$ cat config.mk
export PLATFORM = sky130hd
export DESIGN_NAME = trigger_sequencer
export DESIGN_NICKNAME = d
export VERILOG_FILES = /design/src/rtl/trigger_sequencer.sv
export SDC_FILE = /design/constraint.sdc
export NUM_CORES = 1
export LEC_CHECK = 0
export ABC_AREA = 1
export CAP_MARGIN = 20
export CORE_MARGIN = 2
export CORE_UTILIZATION = 67
export CTS_CLUSTER_SIZE = 30
export DETAILED_ROUTE_END_ITERATION = 6
export DONT_BUFFER_PORTS = 1
export HOLD_SLACK_MARGIN = 0.12
export PLACE_DENSITY = 0.95
export SLEW_MARGIN = 20
export SYNTH_ARGS = -nofsm -noshare
export SYNTH_HDL_FRONTEND = slang
export SYNTH_SLANG_ARGS = --single-unit
export TNS_END_PERCENT = 100
$ cat constraint.sdc
create_clock -name clk -period 5.2 [get_ports clk]
set_input_delay 0.78 -clock clk [delete_from_list [all_inputs] [get_ports clk]]
set_output_delay 0.78 -clock clk [all_outputs]
set_load 0.01 [all_outputs]
$ cat src/rtl/trigger_sequencer.sv
// Lab trigger-bench stimulus controller: a debounced button steps through four
// trigger-test modes, each playing one framed, cycle-exact ch3/ch4 pattern.
//
// state | meaning
// IDLE  | waiting for a debounced press, outputs idle
// ARM   | frame open (ch8 low), quiet gap before the burst
// BURST | playing the current mode's pattern on ch3/ch4
// POST  | quiet gap after the burst, frame still open
// DONE  | frame closed, mode advances on exit
module trigger_sequencer #(
  parameter int DEBOUNCE_CYCLES = 16,
  parameter int PULSE_CYCLES    = 4,
  parameter int GAP_CYCLES      = 8
) (
  input  logic clk,
  input  logic rst,
  input  logic sw2,
  output logic ch3,
  output logic ch4,
  output logic ch6,
  output logic ch7,
  output logic ch8,
  output logic busy,
  output logic rLed,
  output logic gLed,
  output logic bLed
);

  localparam int MAX_PG  = (5 * PULSE_CYCLES > GAP_CYCLES) ? 5 * PULSE_CYCLES : GAP_CYCLES;
  localparam int MAX_ALL = (MAX_PG > DEBOUNCE_CYCLES) ? MAX_PG : DEBOUNCE_CYCLES;
  localparam int CW      = $clog2(MAX_ALL) + 1;

  localparam logic [CW-1:0] P1     = CW'(PULSE_CYCLES);
  localparam logic [CW-1:0] P2     = CW'(2 * PULSE_CYCLES);
  localparam logic [CW-1:0] P4     = CW'(4 * PULSE_CYCLES);
  localparam logic [CW-1:0] P5     = CW'(5 * PULSE_CYCLES);
  localparam logic [CW-1:0] ONE    = CW'(1);
  localparam logic [CW-1:0] GAP_LD = CW'(GAP_CYCLES - 1);
  localparam logic [CW-1:0] DB_LD  = CW'(DEBOUNCE_CYCLES - 1);

  typedef enum logic [2:0] {
    IDLE  = 3'd0,
    ARM   = 3'd1,
    BURST = 3'd2,
    POST  = 3'd3,
    DONE  = 3'd4
  } state_t;

  state_t        state;
  logic          sw2_s1, sw2_s2, sw2_db, sw2_db_q, press;
  logic [CW-1:0] db_cnt, timer, burst_len;
  logic [1:0]    mode, mode_inc;

  assign burst_len = (mode == 2'd2) ? P5 : P2;
  assign mode_inc  = mode + 2'd1;

  // {ch3, ch4} for burst cycle k of mode m
  function automatic logic [1:0] pattern(input logic [1:0] m, input logic [CW-1:0] k);
    case (m)
      2'd0:    pattern = {k < P1, k >= P1};
      2'd1:    pattern = {1'b1, k >= P1};
      2'd2:    pattern = {(k < P1) || ((k >= P2) && (k < P4)), 1'b0};
      default: pattern = {k[0], 1'b1};
    endcase
  endfunction

  // {r, g, b}, active-low
  function automatic logic [2:0] led_code(input logic [1:0] m);
    case (m)
      2'd0:    led_code = 3'b011;
      2'd1:    led_code = 3'b101;
      2'd2:    led_code = 3'b110;
      default: led_code = 3'b000;
    endcase
  endfunction

  // Debounce counts consecutive samples that disagree with the settled level;
  // press is registered once more so no output has a short path from sw2.
  always_ff @(posedge clk or posedge rst) begin
    if (rst) begin
      sw2_s1   <= 1'b0;
      sw2_s2   <= 1'b0;
      sw2_db   <= 1'b0;
      sw2_db_q <= 1'b0;
      press    <= 1'b0;
      db_cnt   <= '0;
    end else begin
      sw2_s1   <= sw2;
      sw2_s2   <= sw2_s1;
      sw2_db_q <= sw2_db;
      press    <= sw2_db & ~sw2_db_q;
      if (sw2_s2 == sw2_db) begin
        db_cnt <= DB_LD;
      end else if (db_cnt == '0) begin
        sw2_db <= sw2_s2;
        db_cnt <= DB_LD;
      end else begin
        db_cnt <= db_cnt - ONE;
      end
    end
  end

  always_ff @(posedge clk or posedge rst) begin
    if (rst) begin
      state              <= IDLE;
      mode               <= 2'd0;
      timer              <= '0;
      ch3                <= 1'b0;
      ch4                <= 1'b0;
      ch6                <= 1'b0;
      ch7                <= 1'b0;
      ch8                <= 1'b1;
      busy               <= 1'b0;
      {rLed, gLed, bLed} <= 3'b011;
    end else begin
      case (state)
        IDLE: begin
          if (press) begin
            state <= ARM;
            ch8   <= 1'b0;
            busy  <= 1'b1;
            timer <= GAP_LD;
          end
        end
        ARM: begin
          if (timer == '0) begin
            state      <= BURST;
            timer      <= burst_len - ONE;
            {ch3, ch4} <= pattern(mode, {CW{1'b0}});
          end else begin
            timer <= timer - ONE;
          end
        end
        BURST: begin
          if (timer == '0) begin
            state      <= POST;
            timer      <= GAP_LD;
            {ch3, ch4} <= 2'b00;
          end else begin
            timer      <= timer - ONE;
            // next burst index is burst_len - timer
            {ch3, ch4} <= pattern(mode, burst_len - timer);
          end
        end
        POST: begin
          if (timer == '0) begin
            state <= DONE;
            ch8   <= 1'b1;
          end else begin
            timer <= timer - ONE;
          end
        end
        DONE: begin
          state              <= IDLE;
          busy               <= 1'b0;
          mode               <= mode_inc;
          {ch7, ch6}         <= mode_inc;
          {rLed, gLed, bLed} <= led_code(mode_inc);
        end
        default: begin
          state <= IDLE;
          busy  <= 1'b0;
          ch8   <= 1'b1;
        end
      endcase
    end
  end

endmodule

==> impl_metrics.yaml <==
run_status:
  outcome: "finished clean"
clock_tree:
  holdBufCountCts: 0
  root_buffer: "clkbuf_4"
  clockBufferDepth: 2
  cts.sinks: 29
  cts_buffers: 5
  postCtsSetupRepairBufs: 0
  clk_pin_slew_ns: 0.10
  cts_resized: 0
  cts_tree: "done"
  cts_htree_levels: 2
  clk-insertion-delay-late_ns: 0.33
route:
  drtAntennaViolNets: 0
  routed_wl_um: 3130
  first_pass_iters: 4
  routedWlPerCell_um: 12.5
  route.detailed.drc: 0
  drt-initial-drc-count: 60
  viasPerCell: 5.36
  vias: 1341
setup_path:
  end_kind: "flip-flop"
  cp.required_ns: 5.47
  setup.worst_path.class: "reg -> reg"
  startpoint_type: "flip-flop"
  arrival_ns: 2.59
  crit_fanout: 7
synthesis:
  mappedNetlistArea_sq_um: 1770
  synthDistinctLibCells: 29
  seq_area_frac_synth: 0.411
  yosysWarnings: 0
  syn_nets: 227
  syn-instance-count: 213
  syn_avg_cell_area_sq_um: 8.32
  synth_seq_cells: 29
sta:
  setup_tns_ns: 0
  finalHoldViolCount: 0
  report.final.slew_viol_count: 0
  whs_ns: 0.369
  skew_ns: 0.0143
  final.setup.worst_slack_ns: 2.88
  worst_pin_slew_ns: 0.595
  setup_viol: 0
  grt_setup_unrepaired: "false"
  layout_min_cycle_time_ns: 2.32
  period_share: 0.446
  fmax_mhz: 431
  maxSlewHeadroom: 0.603
power_and_ir_drop:
  peakVddDrop_uv: 312
  leakagePower_nw: 0.966
  powerDensity_nw_per_um2: 337
flow_run:
  drv_cap: 0
global_routing:
  antenna_found_initial: 0
  grt_max_degree: 30
  grt_pass1_wl_um: 5530
  grt_usage: 0.232
  grt_pass1_vias: 1272
  grt_overflow: 0
floorplanning:
  dieArea_sq_um: 3070
  core_sq_um: 2500
  die_h_um: 55.4
  die_x_um: 55.4
  io_pins: 12
  rows: 18
  start_util: 0.709
place:
  dp.cells: 242
  port_buffers: 0
  place.detailed.hpwl_um: 2430
  place_worst_setup_slack_ns: 2.89
  place.gp.congestion: 0.847
layout:
  antenna_cells: 0
  fillers: 172
  area_delta_synth_final_pct: 4.73
  top_regs: "db_cnt: 6 flops, timer: 6 flops, state: 3 flops"
  final_layout_size_suffix_gt1_frac: 0.214
  nNetsFinal: 233
  post-route-util: 0.743
  instances_no_fill: 250
hold_path:
  hold_class: "reg -> reg"
-- worst paths after layout --
| kind | to | slack (ns) | depth (start not counted) | start |
|---|---|---|---|---|
| max | ch3$_DFFE_PP0P_ | 2.88 | 16 | mode[0]$_DFFE_PP0N_ |
| min | sw2_s2$_DFF_PP0_ | 0.37 | 0 | sw2_s1$_DFF_PP0_ |
| max reg2reg | ch3$_DFFE_PP0P_ | 2.88 | 16 | mode[0]$_DFFE_PP0N_ |
| min reg2reg | sw2_s2$_DFF_PP0_ | 0.37 | 0 | sw2_s1$_DFF_PP0_ |
| max in group asynchronous | busy$_DFFE_PP0P_ | 4.41 | 1 | rst |
| min in group asynchronous | db_cnt[4]$_DFF_PP0_ | 0.39 | 1 | rst |
-- synth_stat cells --
master   instances  area [sq um]
or2_2            1          6.26
a21oi_2          1          8.76
ha_1            11           138
o32ai_2          1          16.3
nand2_2          7          43.8
nand2_4          2          22.5
nand3_2          5          50.1
nand2_1         42           158
inv_2            9          33.8
o21ai_0         11          55.1
dfstp_2          3          78.8
xnor2_1          1          8.76
nor3_2           2          20.0
nor3_1           2          10.0
a21oi_1         13          65.1
dfrtp_1         26           651
nor2_8           2          40.0
o21ai_1          4          20.0
nor2_4           1          11.3
nand3_4          1          17.5
nor2_2           3          18.8
a31oi_1          1          6.26
nor2_1          20          75.1
buf_2            1          5.00
nand4_1          1          6.26
inv_1           26          97.6
nand3_1          8          40.0
o21ai_2          1          8.76
xor2_1           7          61.3
-- cell families (layout without fill, tap and decap cells) --
group / count (synthesis) / in the layout / synth area share
DFF: 29 / 29 / 0.411
xor gates and xnor gates: 8 / 8 / 0.0395
AOI/OAI and AO/OA: 32 / 32 / 0.102
and+or+nand+nor: 97 / 97 / 0.293
buffers and inverters: 36 / 43 / 0.0769
adders and majority gates: 11 / 11 / 0.0776
-- stage by stage --
step                      total power [W]  area, sq um
after floorplan                  0.000460         1770
after global placement           0.000492         1810
after detailed placement         0.000502         1810
after CTS                        0.000632         1860
after global routing             0.000670         1860
final                            0.000626         1860
-- cell type report --
cell class | count | area, sq um | area share
clock buffers | 6 | 41.3 | 0.0222
clock inverters | 2 | 10.0 | 0.00539
inverters | 35 | 131 | 0.0708
multi-input cells | 148 | 907 | 0.489
flip-flops and latches | 29 | 729 | 0.393
well taps | 30 | 37.5 | 0.0202
-- worst max-delay path, stage by stage (launching register included) --
cell and delay, ns:
dfrtp_1 0.51, inv_1 0.18, ha_1 0.27, inv_2 0.10
ha_1 0.37, nand3_1 0.09, nand2_1 0.06, inv_1 0.04
nand2_1 0.06, nand2_1 0.04, nand2_1 0.07, nand3_2 0.09
nor2_1 0.10, nor2_1 0.04, nand2_1 0.06, nand2_1 0.06
a21oi_2 0.11
-- power by group --
group          total (W)  internal, W  switching, W  leakage, nW
combinational   0.000207    0.0000682      0.000138        0.582
clock           0.000128    0.0000514     0.0000770       0.0320
sequential      0.000291     0.000260     0.0000313        0.353
-- routing by layer --
| metal | GRT usage | wire [um] | share of wire | vias up |
|---|---|---|---|---|
| met2 | 0.388 | 1600 | 0.51 | 22 |
| met5 | 0 | 0 | 0 | - |
| met3 | 0.0656 | 119 | 0.038 | 3 |
| li1 | - | - | - | 683 |
| met4 | 0.0836 | 38 | 0.012 | 0 |
| met1 | 0.285 | 1370 | 0.44 | 633 |
-- placed cells by master, fill, tap and decap left out --
cell type and count:
nand3_1 8, nor2_8 2, inv_1 25, a31oi_1 1
nand2_2 7, nand4_1 1, nor3_2 2, nand2_1 42
xor2_1 7, a21oi_2 1, o21ai_1 4, o21ai_2 1
or2_2 1, ha_1 11, inv_2 10, nand3_4 1
a21oi_1 13, nor2_1 20, nor3_1 2, xnor2_1 1
nor2_2 3, dfstp_2 3, nand2_4 2, clkinv_2 2
clkbuf_1 1, clkbuf_4 5, dfrtp_1 26, o21ai_0 11
nor2_4 1, nand3_2 5, o32ai_2 1
No activity file was read; power rests on OpenSTA's default activity.
